===== src/rtl/stack_pkg.sv =====
// +----------------------------------------------------------------------+
// | stack_pkg : shared operation encoding and pointer sizing for the     |
// |             parametrised LIFO stack                                  |
// | Revision  : 1.0                                                      |
// +----------------------------------------------------------------------+
`default_nettype none

package stack_pkg;

    // Encoded as {push, pop}
    typedef enum logic [1:0] {
        OP_IDLE = 2'b00,
        OP_POP  = 2'b01,
        OP_PUSH = 2'b10,
        OP_SWAP = 2'b11
    } op_e;

    // Occupancy counter width: must be able to represent DEPTH itself
    function automatic int ptr_width(input int depth);
        return $clog2(depth + 1);
    endfunction

endpackage

`default_nettype wire


===== src/rtl/lifo_regfile.sv =====
// +----------------------------------------------------------------------+
// | lifo_regfile : WIDTH x DEPTH storage, one synchronous write port and |
// |                one asynchronous read port; contents are not reset    |
// | Revision     : 1.0                                                   |
// +----------------------------------------------------------------------+
`default_nettype none

module lifo_regfile
    import stack_pkg::*;
#(
    parameter int WIDTH = 8,
    parameter int DEPTH = 8,
    parameter int AW    = $clog2(DEPTH)
) (
    input  logic             clk,
    input  logic             we,
    input  logic [AW-1:0]    waddr,
    input  logic [WIDTH-1:0] wdata,
    input  logic [AW-1:0]    raddr,
    output logic [WIDTH-1:0] rdata
);

    logic [WIDTH-1:0] r_mem [0:DEPTH-1];

    always_ff @(posedge clk) begin
        if (we) begin
            r_mem[waddr] <= wdata;
        end
    end

    assign rdata = r_mem[raddr];

endmodule

`default_nettype wire


===== src/rtl/param_lifo_stack.sv =====
// +----------------------------------------------------------------------+
// | param_lifo_stack : parametrised LIFO with push/pop/swap, top peek,   |
// |                    occupancy and sticky error flags                  |
// | Optional         : LIFO_WATERMARK_EN adds the high_water output      |
// | Revision         : 1.0                                               |
// +----------------------------------------------------------------------+
`default_nettype none

module param_lifo_stack
    import stack_pkg::*;
#(
    parameter int WIDTH     = 8,
    parameter int DEPTH     = 8,
    parameter int AF_THRESH = DEPTH - 1
) (
    input  logic                       clk,
    input  logic                       rst_n,
    input  logic                       push,
    input  logic                       pop,
    input  logic [WIDTH-1:0]           data_in,
    input  logic                       err_clr,
    output logic [WIDTH-1:0]           data_out,
    output logic                       data_valid,
    output logic [WIDTH-1:0]           top,
    output logic [$clog2(DEPTH+1)-1:0] count,
    output logic                       full,
    output logic                       empty,
    output logic                       almost_full,
`ifdef LIFO_WATERMARK_EN
    output logic [$clog2(DEPTH+1)-1:0] high_water,
`endif
    output logic                       overflow,
    output logic                       underflow
);

    localparam int c_CW = ptr_width(DEPTH);
    localparam int c_AW = $clog2(DEPTH);

    logic [c_CW-1:0]  r_count;
    logic [WIDTH-1:0] r_data_out;
    logic             r_data_valid;
    logic             r_overflow;
    logic             r_underflow;

    op_e              w_op;
    logic             w_full;
    logic             w_empty;
    logic             w_we;
    logic [c_AW-1:0]  w_waddr;
    logic [c_AW-1:0]  w_top_idx;
    logic [WIDTH-1:0] w_rd_data;
    logic [c_CW-1:0]  w_count_nxt;
    logic [WIDTH-1:0] w_dout_nxt;
    logic             w_dv_nxt;
    logic             w_ovf_set;
    logic             w_unf_set;

    assign w_op    = op_e'({push, pop});
    assign w_full  = (r_count == c_CW'(DEPTH));
    assign w_empty = (r_count == '0);

    // Index held at 0 while empty so the read port never sees an out-of-range address
    assign w_top_idx = w_empty ? '0 : c_AW'(r_count - c_CW'(1));

    lifo_regfile #(
        .WIDTH (WIDTH),
        .DEPTH (DEPTH),
        .AW    (c_AW)
    ) u_regfile (
        .clk   (clk),
        .we    (w_we),
        .waddr (w_waddr),
        .wdata (data_in),
        .raddr (w_top_idx),
        .rdata (w_rd_data)
    );

    always_comb begin
        w_we        = 1'b0;
        w_waddr     = w_top_idx;
        w_count_nxt = r_count;
        w_dout_nxt  = r_data_out;
        w_dv_nxt    = 1'b0;
        w_ovf_set   = 1'b0;
        w_unf_set   = 1'b0;
        case (w_op)
            OP_PUSH: begin
                if (!w_full) begin
                    w_we        = 1'b1;
                    w_waddr     = c_AW'(r_count);
                    w_count_nxt = r_count + c_CW'(1);
                end else begin
                    w_ovf_set = 1'b1;
                end
            end
            OP_POP: begin
                if (!w_empty) begin
                    w_dout_nxt  = w_rd_data;
                    w_dv_nxt    = 1'b1;
                    w_count_nxt = r_count - c_CW'(1);
                end else begin
                    w_unf_set = 1'b1;
                end
            end
            OP_SWAP: begin
                // Replace-top; on an empty stack the word simply passes through
                w_dv_nxt = 1'b1;
                if (!w_empty) begin
                    w_dout_nxt = w_rd_data;
                    w_we       = 1'b1;
                end else begin
                    w_dout_nxt = data_in;
                end
            end
            default: ;
        endcase
    end

    always_ff @(posedge clk or negedge rst_n) begin
        if (!rst_n) begin
            r_count      <= '0;
            r_data_out   <= '0;
            r_data_valid <= 1'b0;
            r_overflow   <= 1'b0;
            r_underflow  <= 1'b0;
        end else begin
            r_count      <= w_count_nxt;
            r_data_out   <= w_dout_nxt;
            r_data_valid <= w_dv_nxt;
            // A new error in the clearing cycle wins over err_clr
            r_overflow   <= w_ovf_set | (r_overflow  & ~err_clr);
            r_underflow  <= w_unf_set | (r_underflow & ~err_clr);
        end
    end

`ifdef LIFO_WATERMARK_EN
    logic [c_CW-1:0] r_high_water;

    always_ff @(posedge clk or negedge rst_n) begin
        if (!rst_n) begin
            r_high_water <= '0;
        end else if (err_clr) begin
            r_high_water <= r_count;
        end else if (r_count > r_high_water) begin
            r_high_water <= r_count;
        end
    end

    assign high_water = r_high_water;
`endif

    assign count       = r_count;
    assign full        = w_full;
    assign empty       = w_empty;
    assign almost_full = (r_count >= c_CW'(AF_THRESH));
    assign top         = w_empty ? '0 : w_rd_data;
    assign data_out    = r_data_out;
    assign data_valid  = r_data_valid;
    assign overflow    = r_overflow;
    assign underflow   = r_underflow;

endmodule

`default_nettype wire


===== config.mk =====
export PLATFORM = sky130hd
export DESIGN_NAME = param_lifo_stack
export DESIGN_NICKNAME = d
export VERILOG_FILES = /design/src/rtl/stack_pkg.sv /design/src/rtl/lifo_regfile.sv /design/src/rtl/param_lifo_stack.sv
export SDC_FILE = /design/constraint.sdc
export NUM_CORES = 1
export LEC_CHECK = 0
export BUFFER_PORTS_ARGS = -buffer_cell sky130_fd_sc_hd__buf_2
export CAP_MARGIN = 30
export CORE_MARGIN = 3
export CORE_UTILIZATION = 30
export DETAILED_ROUTE_END_ITERATION = 6
export PLACE_DENSITY = 0.52
export SYNTH_ARGS = -nofsm -noshare
export SYNTH_HDL_FRONTEND = slang
export SYNTH_SLANG_ARGS = --single-unit

===== constraint.sdc =====
create_clock -name clk -period 2.8 [get_ports clk]
set_input_delay 0.14 -clock clk [delete_from_list [all_inputs] [get_ports clk]]
set_output_delay 0.14 -clock clk [all_outputs]
set_load 0.03 [all_outputs]

After elaboration in Yosys (flattened, before gate mapping)

Memories as Yosys holds them, arrays and structs flattened.
Index checks and enable logic that the tools add are counted.

Memory bits (read-only): 0
Memory bits (writable): 64
Bits in registers: 15
Output and inout bits: 26
Latch bits: 0
Bits of input ports: 13
Memories: 1

Memories:

| name            | words | bits a word | rd ports | clocked after Yosys merged registers in | wr ports | RTL line           | text |
|---|---|---|---|---|---|---|---|
| u_regfile.r_mem | 8     | 8           | 1        | 0                                       | 1        | lifo_regfile.sv:23 | `logic [WIDTH-1:0] r_mem [0:DEPTH-1];` |

Div/mod/pow operators: 0
Eq/ne operators: 6
Reduce and logical (&&, ||, !) cells: 5
$mul: 0
Mux-type cells: 20
Shift-type cells: 0
Add/subtract/negate cells: 2
Bitwise logic cells: 5
Magnitude comparators: 1

Operator list:

| kind                | count |
|---|---|
| $mux 8              | 3 |
| $pmux 8 s2          | 1 |
| $mux 3              | 3 |
| $mux 1              | 8 |
| $mux 4              | 2 |
| $pmux 4 s2          | 1 |
| $add 4x1->4 const B | 1 |
| $eq 2x2->1 const B  | 2 |
| $eq 4x4->1 const B  | 1 |
| $ge 4x3->1 const B  | 1 |
| $logic_not 4->1     | 1 |
| $ne 2x2->1 const B  | 2 |
| $pmux 1 s2          | 2 |
| $reduce_bool 2->1   | 2 |
| $sub 4x1->4 const B | 1 |
| $reduce_and 3->1    | 1 |
| $and 1x1->1         | 2 |
| $eq 2x1->1 const B  | 1 |
| $or 1x1->1          | 2 |
| $reduce_and 2->1    | 1 |
| $not 1->1           | 1 |

Logic depth before layout (Yosys ltp)

Gate-level depths: netlist of run 1.

Depth in word-level cells: 5
Gate-level depth with buffers: 11
Mapped depth without buffers: 8

Modules after synthesis

A second synthesis of run 1 with hierarchy kept.

Cell total of the unflattened synthesis: 224
Area total of the unflattened synthesis: 3540.9 um^2

By module, submodules not included:

| module           | instances | seq. area each (um^2) | area an instance (um^2) | cells an instance |
|---|---|---|---|---|
| lifo_regfile     | 1         | 1921.8                | 2531.2                  | 106 |
| param_lifo_stack | 1         | 375.4                 | 1009.7                  | 118 |

Worst setup path before layout of run 1

Ideal clock, no wire load.

Path type: register -> output
Start point: register r_count[0] (netlist: count[0])
End point: output port top[0]
Cell stages (with the launch flop): 11
Arrival: 2.841 ns
Slack: -0.181 ns
Cell sequence: dfrtp_1 -> inv_1 -> clkbuf_1 -> ha_1 -> buf_4 -> or3b_4 -> buf_6 -> o2bb2ai_1 -> a2111oi_1 -> a21oi_1 -> nor2_1

Word-level cells in the longest chain between the ends: 4
Elaborated cells between the ends (all ways): 5
Classes of those cells: add/sub: 1; mux: 2; reduce/logical: 1; memory: 1

RTL lines:

| item                                                  | RTL line                | text |
|---|---|---|
| from (decl)                                           | param_lifo_stack.sv:39  | `logic [c_CW-1:0] r_count;` |
| from (signal assigned)                                | param_lifo_stack.sv:127 | `r_count <= w_count_nxt;` |
| $sub 4x1->4 / $logic_not 4->1 (equally long branches) | -                       |  |
| $mux 3                                                | param_lifo_stack.sv:63  | `assign w_top_idx = w_empty ? '0 : c_AW'(r_count - c_CW'(1));` |
| $mem_v2 8x8                                           | -                       |  |
| $mux 8 (*)                                            | param_lifo_stack.sv:156 | `assign top = w_empty ? '0 : w_rd_data;` |
| to (decl)                                             | param_lifo_stack.sv:24  | `output logic [WIDTH-1:0] top,` |

Mark *: on every way between the ends. The rest lies on a longest branch, timed or not.

Final worst setup path of run 1

Start point: register r_count[0] (netlist: count[0])
End point: output port top[4]

Same word-level chain as after synthesis.

==> results.toml, run 1 <==
[setup_path]
reg2reg_to = "u_regfile.r_mem[0][6]$_DFFE_PP_"
reg2reg_slack_ns = 0.35
criticalPathCategory = "flop to output pin"
cp-end-kind = "output pin"
r2r_cells = 5
r2r-start = "count[0]$_DFFE_PN0P_"
crit_path_max_fanout = 19
crit_path_start_kind = "flop"
cp.arrival_ns = 2.56
cp.required_ns = 2.66
startpoint = "count[0]$_DFFE_PN0P_"

[min_path]
whs_endpoint = "underflow$_DFF_PN0_"
worstHoldPathCells = 2
worstHoldStart = "err_clr"
min_path_type = "primary input to flop"

[floorplanning]
dieArea_um2 = 13300
die_h_um = 115
die_w_um = 115
rows = 39
start_util = 0.311
ioPinCount = 39
core_area_um2 = 11600

[synth]
synthTopCellsByArea = "edfxtp_1 53%, dfrtp_1 10%, nor2_1 3.7%"
yosys.area.top_type = "edfxtp_1"
synth.top_cell.area_share = 0.535
yosys_warnings = 0
synthDistinctLibCells = 42
syn-num-nets = 312
postSynthAreaPerCell_um2 = 12.1
netlist_area_um2 = 3590
synth.ff_latch_count = 79
ys_seq_area_frac = 0.639
netlist_instances = 297

[sta]
finalSetupViolCount = 0
rsz0062_at_grt = "true"
skew_ns = 0.00452
finalHoldViolations = 0
slew_viol_final = 0
fin_crit_sh = 0.965
timing.hold.ws_ns = 0.00259
max_freq_mhz = 370
tightest_slew_ns = 0.698
relSlewSlack = 0.529
fin_crit_ns = 2.70

[power_and_ir_drop]
power.switching_mw = 2.58
power_mw = 5.74
internal_power_mw = 3.15
netSwitchingFraction = 0.450
ir_drop_uv = 583
pwr-share-seq = 0.278
powerDensity_nw_per_um2 = 1300
combPwrFrac = 0.535
leakagePower_nw = 1.57
clkPwrFrac = 0.187

[grt]
track_usage = 0.145
grt-ovfl-total = 0
antenna_found_initial = 0
grt_max_degree = 53
grt_pass1_vias = 2519
grt_first_pass_wirelength_um = 14600

[job]
maxCapViolations = 0

[place]
dp.cells = 475
hpwl_um = 6240
place_congestion = 0.802
port_buffers = 38

[cells_and_area]
layout_common_cells = "64 x edfxtp_1, 36 x buf_2, 21 x nor2_1"
n_antenna_cell = 0
final_nets = 359
layout-drive-gt1-share = 0.301
final_cell_count_no_fill = 492
layout_commonest_cell = "edfxtp_1"
syn2layout_area_growth_pct = 22.6

[clock_tree]
htreeDepth = 3
clockBufferDepth = 2
root_buffer = "clkbuf_16"
cts.reportedPaths.clkPinSlew_ns = 0.06
clock_sinks = 79
cts_tree = "yes"
clkLatencyLatePin_ns = 0.33
numCtsBuffers = 9

[detailed_routing]
drtIter0Drc = 141
firstDrtPassIters = 5
drc_errors = 0
num_vias = 2569
wl_per_cell_um = 18.5
via_per_inst = 5.22
drt_wl_total_um = 9120
ant_nets = 0

[outcome]
outcome = "completed"
## sequential cells by signal, summed over array words and instances (netlist names)
register         cells
overflow             1
u_regfile.r_mem     64
count                4
data_valid           1
data_out             8
underflow            1
## layout make-up
type                       count  area, um^2
fill                        1110        7160
multi-input combinational    184        1250
clock buffer                   9         225
inverter                      11        48.8
tap                          143         179
timing repair buffer          59         359
sequential                    79        2300
clock inverter                 7        47.5
## Yosys cell counts, drive strengths merged
cell	n
and3	1
nor2b	15
o41ai	1
nand2	13
o21ai	16
mux4	1
mux2i	5
nand3b	1
nand3	2
o311a	1
a21oi	17
a2111oi	13
nor2	35
edfxtp	64
o2bb2ai	6
a211oi	7
ha	2
a22o	1
a31oi	2
nor4	1
o31ai	3
o22ai	17
clkbuf	11
or3b	1
nor3	9
o21a	1
nand4	1
dfrtp	15
inv	11
and2	2
buf	12
nand2b	6
xnor2	1
o311ai	2
o221ai	1
## power by group through the flow
| stage | Sequential, mW | Combinational, mW | Clock, mW |
|---|---|---|---|
| 2_1_floorplan | 1.80 | 1.86 | 0 |
| 3_3_place_gp | 1.62 | 2.96 | 0 |
| 3_5_place_dp | 1.62 | 2.97 | 0 |
| 4_1_cts | 1.60 | 2.98 | 1.09 |
| 5_1_grt | 1.61 | 3.33 | 1.15 |
| 6_report | 1.59 | 3.07 | 1.07 |
## how the worst max path moves through the flow
stage / to / slack [ns] / depth (start not counted)
2_1_floorplan: top[0] / 0.01 / 10
5_1_grt: top[7] / -0.06 / 10
4_1_cts: top[2] / 0.01 / 9
6_report: top[4] / 0.1 / 10
3_3_place_gp: top[4] / 0.32 / 10
3_5_place_dp: top[4] / 0.30 / 10
## metal layers
metal  global-route usage  vias to the layer above  routed length [um]
met3               0.0381                        2                 439
met5                    0                        -                   0
li1                     -                     1215                   -
met2                0.230                       48                4440
met4               0.0329                        0                  16
met1                0.202                     1304                4220
## critical path: stages, from the launching register on
cell,delay [ns]
dfrtp_2,0.40
inv_1,0.08
ha_1,0.18
or3b_4,0.43
inv_8,0.15
a2111oi_0,0.09
buf_4,0.18
a2111oi_2,0.32
a21oi_2,0.11
nor2_4,0.08
buf_2,0.19
## cells by family (layout without fill, tap and decap cells)
group,count (synthesis),after routing,synth area share
and+or+nand+nor,87,87,0.117
adders and majority gates,2,2,0.00696
buffers and inverters,34,86,0.0428
xor gates and xnor gates,1,1,0.00244
AOI/OAI and AO/OA,88,88,0.171
muxes,6,6,0.0202
DFF,79,79,0.639
## repair_timing
action | in CTS | in global routing
pin swaps | 0 | 1
endpoints found under the setup margin | 5 | 7
endpoints found under the hold margin | 15 | 0
hold buffers | 1 | 0
resized for setup | 1 | 17
buffers inserted | 0 | 0
## per-stage QoR
stage | worst slack [ns] | setup TNS, ns | area, um^2 | util
after global placement | 0.316 | 0 | 4070 | 0.352
after global routing | -0.0601 | -0.159 | 4410 | 0.381
after detailed placement | 0.297 | 0 | 4070 | 0.352
after CTS | 0.0100 | 0 | 4350 | 0.376
after floorplan | 0.0123 | 0 | 3660 | -
final | 0.0979 | 0 | 4410 | 0.381
Note: power is estimated with default switching activity, not from simulation.
==> inputs of run 2 (changes only) <==
--- a/config.mk
+++ b/config.mk
@@ -10,7 +10,8 @@
 export CORE_MARGIN = 3
 export CORE_UTILIZATION = 30
 export DETAILED_ROUTE_END_ITERATION = 6
-export PLACE_DENSITY = 0.52
+export PLACE_DENSITY = 0.53
 export SYNTH_ARGS = -nofsm -noshare
 export SYNTH_HDL_FRONTEND = slang
+export SYNTH_HIERARCHICAL = 1
 export SYNTH_SLANG_ARGS = --single-unit
==> run 2 against run 1 <==
  * Power increased by 7.0%
  * Clock skew is 0.0057 ns higher
  * First-iteration DRC count grew 48%
  * Setup slack got worse by 0.043 ns
  * Sequential power is 5% higher
  * Flip-flop and latch count stayed put
  * Highest routed layer unchanged
  * Combinational power increased by 6%
  * Routed wire length is 6.8% lower
  * Via count decreased by 13%
  * Largest cell class unchanged
  * Synthesized cell count down 25%
  * Fmax decreased by 1.6%
==> results.toml, run 2 <==
[clock_tree]
clockBufferDepth = 2
root_buffer = "clkbuf_16"
numCtsBuffers = 9
cts_tree = "yes"
htreeDepth = 3
clkLatencyLatePin_ns = 0.33
clock_sinks = 79
cts.reportedPaths.clkPinSlew_ns = 0.07

[grt]
grt_max_degree = 18
grt_first_pass_wirelength_um = 12700
grt_pass1_vias = 2252
antenna_found_initial = 0
grt-ovfl-total = 0
track_usage = 0.130

[detailed_routing]
via_per_inst = 5.09
drt_wl_total_um = 8500
drtIter0Drc = 209
firstDrtPassIters = 4
wl_per_cell_um = 19.4
num_vias = 2233
ant_nets = 0
drc_errors = 0

[cells_and_area]
final_nets = 306
final_cell_count_no_fill = 439
regMostFlops = "u_regfile/r_mem"
layout_common_cells = "64 x edfxtp_1, 30 x buf_2, 30 x buf_4"
n_antenna_cell = 0
layout_commonest_cell = "edfxtp_1"
largest_reg_flops = 64
layout-drive-gt1-share = 0.402
syn2layout_area_growth_pct = 26.1

[sta]
tightest_slew_ns = 0.980
finalSetupViolCount = 0
finalHoldViolations = 0
skew_ns = 0.0102
max_freq_mhz = 364
fin_crit_sh = 0.980
rsz0062_at_grt = "true"
slew_viol_final = 0
relSlewSlack = 0.344
fin_crit_ns = 2.74

[synth]
syn-num-nets = 239
postSynthAreaPerCell_um2 = 15.8
synthDistinctLibCells = 45
synth-async-reset-ratio = 0.190
synth.top_cell.area_share = 0.543
synthTopCellsByCount = "64 x edfxtp_1, 21 x nor2_1, 15 x dfrtp_1, 15 x mux4_1, 14 x a21oi_1"
synth_top_family_by_area = "multiplexers"
synthMuxAreaShare = 0.149
synth_compound_area_frac = 0.0735
synthXorXnorAreaFrac = 0.00495
synthTopCellsByArea = "edfxtp_1 54%, mux4_1 11%, dfrtp_1 11%"
synth.ff_latch_count = 79
synth-adder-area-share = 0.00707
netlist_area_um2 = 3540
synth-edff-count = 64
yosysMostFrequentCell = "edfxtp_1"
ys_seq_area_frac = 0.649
synth_simple_gate_area_frac = 0.0827
yosys_warnings = 6
netlist_instances = 224
ys_dominant_reg_cell = "edfxtp_1"
yosys.area.top_type = "edfxtp_1"

[setup_path]
r2r-start = "count[1]$_DFFE_PN0P_"
startpoint = "count[1]$_DFFE_PN0P_"
cp-end-kind = "output pin"
crit_path_max_fanout = 8
criticalPathCategory = "flop to output pin"
crit_path_start_kind = "flop"
cp.arrival_ns = 2.60
cp.required_ns = 2.66

[place]
place_congestion = 0.846
hpwl_um = 5440
port_buffers = 38
dp.cells = 416

[min_path]
worstHoldStart = "data_in[7]"
min_path_type = "primary input to flop"

[job]
maxCapViolations = 0

[power_and_ir_drop]
internal_power_mw = 3.81
netSwitchingFraction = 0.380
combPwrFrac = 0.529
power_mw = 6.14
pwr-share-seq = 0.272
powerDensity_nw_per_um2 = 1380
ir_drop_uv = 608
clkPwrFrac = 0.199
leakagePower_nw = 1.68
power.switching_mw = 2.33

[floorplanning]
die_w_um = 115
start_util = 0.309
die_h_um = 115
ioPinCount = 39
rows = 39
core_area_um2 = 11500
dieArea_um2 = 13100

[outcome]
outcome = "completed"
==> run 2: cell families after synthesis <==
kind of cell	Yosys count
AOI/OAI and AO/OA	42
xor gates and xnor gates	2
adders and majority gates	2
buffers and inverters	19
DFF	79
muxes	26
and+or+nand+nor	54
==> run 2: through the flow <==
| stage | area, um^2 | TNS (ns) | util | setup WS (ns) | hold slack (ns) |
|---|---|---|---|---|---|
| after floorplan | 3560 | 0 | - | 0.0376 | -0.156 |
| after global placement | 4010 | 0 | 0.349 | 0.137 | 0.0762 |
| after detailed placement | 4010 | 0 | 0.350 | 0.202 | 0.0719 |
| after CTS | 4340 | -0.000554 | 0.379 | -0.000554 | 0.111 |
| after global routing | 4470 | -0.135 | 0.389 | -0.0278 | 0.119 |
| final | 4470 | 0 | 0.389 | 0.0553 | 0.113 |
==> run 2: path summary, 6_finish.rpt <==
path	to	slack, ns	cells past startpoint
min reg2reg	underflow$_DFF_PN0_	0.50	1
max in group asynchronous	count[1]$_DFFE_PN0P_	2.26	2
min	u_regfile/r_mem[2][7]$_DFFE_PP_	0.11	1
max reg2reg	u_regfile/r_mem[4][5]$_DFFE_PP_	0.14	10
max	top[5]	0.06	9
min in group asynchronous	count[2]$_DFFE_PN0P_	0.25	2
==> run 2: critical path, cell delays in order (launching register included) <==
cell and delay [ns]:
dfrtp_2 0.37, inv_2 0.05, ha_4 0.16, nor3b_4 0.16
nor2_4 0.21, clkbuf_16 0.21, mux4_2 0.53, mux2_4 0.29
nor2b_2 0.16, buf_6 0.13
==> run 2: final cells by class <==
class / instances / area, um^2
flip-flops and latches: 79 / 2300
repair buffers: 68 / 495
multi-input cells: 126 / 1150
well taps: 143 / 179
fillers: 1042 / 7000
inverters: 7 / 26.3
clock inverters: 7 / 87.6
clock buffers: 9 / 225
==> run 2: timing repair <==
action | in CTS | in global routing
buffers inserted | 0 | 4
setup endpoints to repair | 8 | 8
endpoints found under the hold margin | 15 | 0
hold buffers | 1 | 0
pin swaps | 0 | 2
cloned | 0 | 2
resized for setup | 4 | 43
==> run 2: layer usage <==
metal	vias up	GRT usage	part of all wire
li1	1008	-	-
met1	1131	0.170	0.44
met2	82	0.210	0.47
met3	12	0.0354	0.066
met4	0	0.0412	0.022
met5	-	0	0
==> run 2: power by group through the flow <==
stage          Sequential (mW)  Clock [mW]  Combinational (mW)
6_report                  1.67        1.22                3.25
5_1_grt                   1.69        1.31                3.46
4_1_cts                   1.66        1.24                2.79
3_5_place_dp              1.68           0                2.75
3_3_place_gp              1.68           0                2.74
2_1_floorplan             1.83           0                1.80
